## config.mk

```make
export PLATFORM = sky130hd
export DESIGN_NAME = disp_scan_driver
export DESIGN_NICKNAME = d
export VERILOG_FILES = /design/src/rtl/disp_scan_driver.sv
export SDC_FILE = /design/constraint.sdc
export NUM_CORES = 1
export LEC_CHECK = 0
export ABC_CLOCK_PERIOD_IN_PS = 2700
export BUFFER_PORTS_ARGS = -buffer_cell sky130_fd_sc_hd__clkbuf_2
export CAP_MARGIN = 20
export CORE_ASPECT_RATIO = 0.8
export CORE_MARGIN = 3
export CORE_UTILIZATION = 57
export CTS_CLUSTER_DIAMETER = 200
export DETAILED_ROUTE_END_ITERATION = 10
export GPL_TIMING_DRIVEN = 0
export PLACE_DENSITY = 0.78
export SETUP_SLACK_MARGIN = 0.05
export SYNTH_ARGS = -nofsm -noshare
export SYNTH_HDL_FRONTEND = slang
export SYNTH_SLANG_ARGS = --single-unit
export TNS_END_PERCENT = 10
```

## constraint.sdc

```tcl
create_clock -name clk -period 2.7 [get_ports clk]
set_clock_uncertainty 0.15 [all_clocks]
set_input_delay 0.81 -clock clk [delete_from_list [all_inputs] [get_ports clk]]
set_output_delay 0.81 -clock clk [all_outputs]
set_load 0.005 [all_outputs]
```

## src/rtl/disp_scan_driver.sv

```systemverilog
// Purpose: 4-digit common-anode 7-segment scan driver; double-buffered hex/points/blank, per-digit slots of SCAN_DIV cycles.
// Latency: outputs registered, one cycle behind the internal digit index; loads commit at the next frame wrap.
// Backpressure: none; load is a one-cycle strobe, last load before a wrap wins.
//
// Ports:
//   clk, rst          rising-edge clock, synchronous active-high reset
//   load              strobe: capture data/points/blank_mask into the pending buffer
//   data[15:0]        hex value, digit k = data[4k+3:4k], digit 0 rightmost
//   points[3:0]       decimal point request per digit (1 = lit)
//   blank_mask[3:0]   forced blank per digit (1 = blank)
//   zero_blank        live level: suppress leading zeros on digits 3..1
//   hex[3:0]          nibble to the decoder D3..D0
//   point             decoder point input (1 = dp lit)
//   LE                decoder LE (1 = all segments off)
//   AN[3:0]           active-low anode select
//   frame_tick        one-cycle pulse in the cycle after a digit 3->0 wrap
module disp_scan_driver #(
    parameter int SCAN_DIV = 100000
) (
    input  logic        clk,
    input  logic        rst,
    input  logic        load,
    input  logic [15:0] data,
    input  logic [3:0]  points,
    input  logic [3:0]  blank_mask,
    input  logic        zero_blank,
    output logic [3:0]  hex,
    output logic        point,
    output logic        LE,
    output logic [3:0]  AN,
    output logic        frame_tick
);

    localparam int             CW      = (SCAN_DIV > 1) ? $clog2(SCAN_DIV) : 1;
    localparam logic [CW-1:0]  CNT_MAX = CW'(SCAN_DIV - 1);

    // scan position
    logic [CW-1:0] cnt_q, cnt_d;
    logic [1:0]    idx_q, idx_d;

    // pending (written by load) and active (displayed) buffers
    logic [15:0]   pend_data_q, pend_data_d;
    logic [3:0]    pend_pts_q, pend_pts_d;
    logic [3:0]    pend_blank_q, pend_blank_d;
    logic          pend_vld_q, pend_vld_d;
    logic [15:0]   act_data_q, act_data_d;
    logic [3:0]    act_pts_q, act_pts_d;
    logic [3:0]    act_blank_q, act_blank_d;

    // registered outputs
    logic [3:0]    hex_q, hex_d;
    logic          point_q, point_d;
    logic          le_q, le_d;
    logic [3:0]    an_q, an_d;
    logic          tick_q, tick_d;

    logic          cnt_last;
    logic          wrap;
    logic [3:0]    cur_nib;
    logic [3:0]    zb_vec;

    always_comb begin
        cnt_last = (cnt_q == CNT_MAX);
        wrap     = cnt_last && (idx_q == 2'd3);

        cnt_d = cnt_last ? '0 : cnt_q + 1'b1;
        idx_d = cnt_last ? idx_q + 2'd1 : idx_q;

        pend_data_d  = pend_data_q;
        pend_pts_d   = pend_pts_q;
        pend_blank_d = pend_blank_q;
        pend_vld_d   = pend_vld_q;
        if (load) begin
            pend_data_d  = data;
            pend_pts_d   = points;
            pend_blank_d = blank_mask;
            pend_vld_d   = 1'b1;
        end

        // Commit only at the frame boundary. A load landing in the wrap
        // cycle bypasses the pending buffer so it is not a frame late.
        act_data_d  = act_data_q;
        act_pts_d   = act_pts_q;
        act_blank_d = act_blank_q;
        if (wrap) begin
            pend_vld_d = 1'b0;
            if (load) begin
                act_data_d  = data;
                act_pts_d   = points;
                act_blank_d = blank_mask;
            end else if (pend_vld_q) begin
                act_data_d  = pend_data_q;
                act_pts_d   = pend_pts_q;
                act_blank_d = pend_blank_q;
            end
        end

        // Digit k is a leading zero when nibbles k..3 are all zero.
        // Digit 0 always shows, so a value of 0 still displays "0".
        zb_vec[3] = (act_data_q[15:12] == 4'h0);
        zb_vec[2] = zb_vec[3] && (act_data_q[11:8] == 4'h0);
        zb_vec[1] = zb_vec[2] && (act_data_q[7:4]  == 4'h0);
        zb_vec[0] = 1'b0;
        zb_vec    = zb_vec & {4{zero_blank}};

        cur_nib = act_data_q[{idx_q, 2'b00} +: 4];

        an_d    = ~(4'b0001 << idx_q);
        hex_d   = cur_nib;
        le_d    = act_blank_q[idx_q] | zb_vec[idx_q];
        // zero suppression deliberately leaves the point alone
        point_d = act_pts_q[idx_q] & ~act_blank_q[idx_q];
        tick_d  = wrap;
    end

    always_ff @(posedge clk) begin
        if (rst) begin
            cnt_q        <= '0;
            idx_q        <= 2'd0;
            pend_data_q  <= '0;
            pend_pts_q   <= '0;
            pend_blank_q <= '0;
            pend_vld_q   <= 1'b0;
            act_data_q   <= '0;
            act_pts_q    <= '0;
            act_blank_q  <= '0;
            hex_q        <= 4'h0;
            point_q      <= 1'b0;
            le_q         <= 1'b1;
            an_q         <= 4'b1111;
            tick_q       <= 1'b0;
        end else begin
            cnt_q        <= cnt_d;
            idx_q        <= idx_d;
            pend_data_q  <= pend_data_d;
            pend_pts_q   <= pend_pts_d;
            pend_blank_q <= pend_blank_d;
            pend_vld_q   <= pend_vld_d;
            act_data_q   <= act_data_d;
            act_pts_q    <= act_pts_d;
            act_blank_q  <= act_blank_d;
            hex_q        <= hex_d;
            point_q      <= point_d;
            le_q         <= le_d;
            an_q         <= an_d;
            tick_q       <= tick_d;
        end
    end

    assign hex        = hex_q;
    assign point      = point_q;
    assign LE         = le_q;
    assign AN         = an_q;
    assign frame_tick = tick_q;

endmodule

```

==> results.json, run 1 <==
{
  "drive_above_1_share_pct": 25.07,
  "cts-buffers-inserted": 9,
  "initial_core_util_pct": 61.35,
  "dp.cells": 409,
  "syn_area_um2": 3213,
  "io_pins": 39,
  "postSynthRegisterBits": 79,
  "setup_viol": 0,
  "core_um2": 5238,
  "die_h_um": 73.16,
  "grt_pass1_wl_um": 10300,
  "cp_top_family": "simple AND/OR/NAND/NOR gates",
  "finalCriticalPeriod_ps": 2409,
  "cp-startpoint": "cnt_q[0]",
  "synthMuxAreaShare_pct": 20.40,
  "synth-xor-area-share_pct": 3.816,
  "worstSetupPathType": "reg2reg",
  "antenna_found_initial": 0,
  "hp-class": "reg2reg",
  "rr_startpoint": "cnt_q[0]",
  "viasPerCell": 5.197,
  "wire_per_inst_um": 14.27,
  "dr.pass1.iters": 4,
  "grt_pass1_vias": 2189,
  "nets": 378,
  "fmax_mhz": 415.0,
  "fp-row-count": 23,
  "path_buf_inv": 1,
  "area_growth_pct": 13.24,
  "cap_violations": 0,
  "clkSinkCount": 79,
  "worstSkewPairLatency_ps": 340,
  "ys_warn_count": 0,
  "synthesis.nets": 331,
  "clkTransAtPathRegs_ps": 70,
  "synthAdderAreaFrac_pct": 1.947,
  "hpwl_um": 4397,
  "post_dp_cell_area_um2": 3487,
  "required_ps": 2780,
  "ir_drop_mv": 0.3794,
  "synth_top_family_by_area": "multiplexers",
  "postCtsSetupRepairBufs": 0,
  "drc": 0,
  "grt_max_degree": 12,
  "max_stage_delay_ps": 400,
  "drtIter0Drc": 134,
  "diodes": 0,
  "slowest_stage": "dfxtp_1",
  "synth-seq-area-share_pct": 49.22,
  "grt_usage_pct": 20.24,
  "final-instance-count-excl-fill": 422,
  "min_from": "cnt_q[0]",
  "cp_max_fo": 10,
  "vias": 2193,
  "post-route-period-util_pct": 89.24,
  "die_width_um": 89.94,
  "synth_flop_cell": "dfxtp_1",
  "crit_chain": "ha_1 > and4_1 > nand4_4 > nor3_4 > buf_6 > mux2_2",
  "nFillCells": 432,
  "worstMarginPinSlew_ps": 467.8,
  "cts_resized": 0,
  "hold_viol_final": 0,
  "arrival_ps": 2490,
  "synth-async-reset-ratio_pct": 0,
  "endpoint_kind": "register",
  "power.density_nw_per_um2": 554.4,
  "fin_area_um2": 3638,
  "netlist_instances": 298,
  "status": "completed",
  "cp-start-kind": "register",
  "cts.path.max_buffers": 2,
  "h-tree-depth": 3,
  "p_leak_uw": 0.001516,
  "syn_avg_cell_area_um2": 10.78,
  "antenna_left": 0,
  "fin_util_pct": 69.47,
  "synth-simple-area-share_pct": 20.33,
  "wl_um": 6023,
  "dieArea_um2": 6580,
  "overflow": 0,
  "place_congestion": 0.8154,
  "ctsHoldBuffers": 0,
  "synth-compound-area-share_pct": 1.129,
  "synth_cell_types": 34,
  "finalMaxSlewViolations": 0,
  "portBuffers": 36,
  "tns_ps": 0,
  "cts_tree": "built",
  "rsz0062_at_grt": "false",
  "cts_root_buf": "clkbuf_8",
  "synth_edf_count": 0,
  "slew_headroom_pct": 68.81
}
[synth_stat cells, types with 3 or more instances]
| master | n | area (µm²) |
|---|---|---|
| mux2_2 | 21 | 236.5 |
| nand2b_1 | 5 | 31.28 |
| xnor2_1 | 10 | 87.58 |
| nand4_1 | 3 | 18.77 |
| buf_2 | 3 | 15.01 |
| nand3_1 | 9 | 45.04 |
| nand2_1 | 4 | 15.01 |
| inv_1 | 7 | 26.28 |
| dfxtp_1 | 79 | 1582 |
| mux2i_1 | 25 | 250.2 |
| ha_1 | 5 | 62.56 |
| nor4_1 | 6 | 37.54 |
| clkbuf_1 | 10 | 37.54 |
| nor2_1 | 44 | 165.2 |
| xor2_1 | 4 | 35.03 |
| mux2_1 | 3 | 33.78 |
| mux4_2 | 6 | 135.1 |
| nor3_1 | 4 | 20.02 |
| nor2b_1 | 29 | 181.4 |
[worst paths after layout]
path                         to  slack [ps]  cells past startpoint
setup / recovery  act_data_q[6]         290                      6
hold / removal         cnt_q[0]         340                      1
setup reg to reg  act_data_q[6]         290                      6
hold reg to reg        cnt_q[0]         340                      1
[cell usage in the layout, fill, tap and decap left out, drive strengths merged]
master	n
xnor2	10
nor2b	29
nand2	4
buf	5
nor3	5
ha	5
xor2	4
o31ai	1
and4	1
nor4	7
and4b	1
inv	7
mux2i	25
or3	2
clkinv	2
o21ai	2
nand4	4
a21oi	2
mux4	6
or2	2
nor2	44
mux2	24
a31o	1
nand4b	1
nand2b	5
and4bb	1
clkbuf	57
or4	2
nand3	9
dfxtp	79
[cells by family (layout without fill, tap and decap cells)]
logic type      count (synthesis)  count (layout)
simple gates                  117             117
flops                          79              79
mux                            55              55
buf+inv                        22              71
xor+xnor                       14              14
compound gates                  6               6
fa+ha+maj                       5               5
[metrics by stage]
step	power (µW)	hold WS, ps	setup WS, ps
CTS	2040	340.1	286.2
global placement	1329	309.1	294.8
detailed placement	1334	324.2	250.7
global route	2099	359.9	158.8
floorplan	1293	291.1	489.5
finish	2017	343.6	290.5
[flip-flops by register name, indices dropped and copies added, names as in the netlist]
signal        cells
AN                4
LE                1
act_blank_q       4
act_data_q       16
act_pts_q         4
cnt_q            17
frame_tick        1
hex               4
idx_q             2
pend_blank_q      4
pend_data_q      16
pend_pts_q        4
pend_vld_q        1
point             1
[routing by layer]
metal | GRT usage [%] | wire, µm
met1 | 26.63 | 2820
met2 | 31.33 | 2733
met3 | 7.938 | 389
met4 | 5.772 | 79
met5 | 0 | 0
[where the power goes]
group	internal (µW)	total, µW	switching, µW	leakage, µW
Clock	340	710	370	0.0000809
Sequential	1190	1200	10.6	0.000643
Combinational	45.3	104	58.3	0.000792
Total	1580	2020	439	0.00152
[area by class of cell]
cell class                 count  area, µm²  area share [%]
buffer                        15      75.07           2.063
clock buffer                  11      141.4           3.886
clock inverter                 2      10.01          0.2751
inverter                       7      26.28          0.7221
multi-input combinational    197       1530           42.06
sequential                    79       1582           43.47
tap                           75      93.84           2.579
timing repair buffer          36      180.2           4.952
Power figures use the tool's default switching activity.
==> run 2, diff against run 1 <==
Settings changed: ABC_CLOCK_PERIOD_IN_PS 2700 to default, GPL_TIMING_DRIVEN 0 to default.
==> run 2 against run 1 <==
Net effect: hold slack got worse by 16 ps; power rose by 16%; highest routed layer unchanged; clock-buffer cell count increased by 2; combinational power hardly changed; clock power rose by 45%.
==> results.json, run 2 (same netlist as run 1, synthesis figures left out) <==
{
  "pwr-share-clk_pct": 44.2,
  "whs_ps": 327.5,
  "hp-class": "reg2reg",
  "area_growth_pct": 15.73,
  "slowest_stage": "dfxtp_1",
  "wire_per_inst_um": 14.01,
  "io_pins": 39,
  "crit_chain": "ha_1 > and4_1 > nand4_4 > nor3_4 > buf_4 > mux2_2",
  "viasPerCell": 5.266,
  "drtIter0Drc": 88,
  "required_ps": 2770,
  "grt_pass1_wl_um": 10280,
  "portBuffers": 38,
  "nFillCells": 402,
  "grt_usage_pct": 19.74,
  "postCtsSetupRepairBufs": 0,
  "ir_drop_mv": 0.5120,
  "cts.path.max_buffers": 2,
  "cts_root_buf": "clkbuf_8",
  "vias": 2201,
  "p_leak_uw": 0.001559,
  "regMostFlops": "cnt_q",
  "antenna_left": 0,
  "worstSetupPathType": "reg2reg",
  "grt_pass1_vias": 2144,
  "cap_violations": 0,
  "internal_power_uw": 1881,
  "h-tree-depth": 3,
  "post-route-period-util_pct": 84.92,
  "rsz0062_at_grt": "false",
  "endpoint_kind": "register",
  "hold_viol_final": 0,
  "die_width_um": 89.94,
  "ctsHoldBuffers": 0,
  "wl_um": 5856,
  "dp_worst_setup_slack_ps": 426.1,
  "r2r_slack_ps": 410,
  "final_cell_mix": "dfxtp_1 (79), nor2_1 (44), clkbuf_2 (38)",
  "nets": 371,
  "cts_resized": 0,
  "p_total_uw": 2339,
  "overflow": 0,
  "p_sw_share_pct": 19.59,
  "cp-start-kind": "register",
  "combPwrFrac_pct": 4.4,
  "arrival_ps": 2360,
  "slew_headroom_pct": 60.52,
  "initial_core_util_pct": 61.35,
  "layout_commonest_cell": "dfxtp_1",
  "fp-row-count": 23,
  "core_um2": 5238,
  "finalMaxSlewViolations": 0,
  "clkTransAtPathRegs_ps": 80,
  "place_congestion": 0.8286,
  "status": "completed",
  "drc": 0,
  "regArea_um2": 1582,
  "setup_viol": 0,
  "netSwitchingPower_uw": 458.3,
  "cp_top_family": "simple AND/OR/NAND/NOR gates",
  "largest_reg_flops": 17,
  "cts_tree": "built",
  "antenna_found_initial": 0,
  "power.density_nw_per_um2": 629.0,
  "max_stage_delay_ps": 390,
  "worstSkewPairLatency_ps": 330,
  "multi_input_area_um2": 1530,
  "cp_max_fo": 24,
  "dieArea_um2": 6580,
  "tns_ps": 0,
  "diodes": 0,
  "grt_max_degree": 33,
  "finalCriticalPeriod_ps": 2293,
  "path_buf_inv": 1,
  "hpwl_um": 4045,
  "die_h_um": 73.16,
  "fmax_mhz": 436.1,
  "cts-buffers-inserted": 9,
  "dr.pass1.iters": 4,
  "power_frac_seq_pct": 51.4,
  "drive_above_1_share_pct": 26.53,
  "fin_ws_ps": 407.2,
  "fin_util_pct": 71.00,
  "worstMarginPinSlew_ps": 592.3,
  "largestRegisters": "cnt_q x17, act_data_q x16, pend_data_q x16",
  "clkSinkCount": 79
}
-- run 2: changes by cell type in the layout (fill, tap and decap cells not counted) --
| cell | previous run | this run |
|---|---|---|
| buf_12 | 0 | 1 |
| buf_2 | 3 | 0 |
| buf_4 | 0 | 5 |
| buf_6 | 2 | 0 |
| bufinv_16 | 0 | 3 |
| clkbuf_1 | 11 | 3 |
| clkbuf_2 | 36 | 38 |
| clkinv_2 | 2 | 0 |
-- run 2: worst paths after layout --
kind,from,to,cells past startpoint
worst min register to register,cnt_q[0],cnt_q[0],1
worst max-delay path,cnt_q[0],act_data_q[13],6
worst min-delay path,cnt_q[0],cnt_q[0],1
worst max register to register,cnt_q[0],act_data_q[13],6
-- run 2: cell type report --
cell class / count / share of cell area, %
Tap cell: 75 / 2.524
Sequential cell: 79 / 42.53
Inverter: 7 / 0.7066
Timing Repair Buffer: 44 / 6.662
Clock inverter: 3 / 2.423
Multi-Input combinational cell: 197 / 41.15
Clock buffer: 13 / 4.004
-- run 2: power by group through the flow --
stage | clock network (µW) | logic [µW] | registers (µW)
2_1_floorplan | 0 | 66.3 | 1230
3_3_place_gp | 0 | 102 | 1230
3_5_place_dp | 0 | 104 | 1230
4_1_cts | 1050 | 105 | 1200
5_1_grt | 1100 | 118 | 1200
6_report | 1030 | 104 | 1200
-- run 2: layer usage --
layer  wire length (µm)  global-route usage [%]  vias to the layer above
met5                  0                       0                        -
li1                   -                       -                     1094
met4                 65                   4.414                        0
met1               2862                   26.11                     1038
met3                343                   7.216                        4
met2               2583                   31.42                       65
-- run 2: worst register-to-register path, cell delays in order, from the launching register on --
cell and delay [ps]:
dfxtp_1 390, ha_1 230, and4_1 310, nand4_4 180, nor3_4 190, buf_4 330, mux2_2 400
-- run 2: through the flow --
stage,area [µm²],std cells
3_3_place_gp,3480,402
4_1_cts,3719,418
6_report,3719,418
2_1_floorplan,3213,298
3_5_place_dp,3480,402
5_1_grt,3719,418
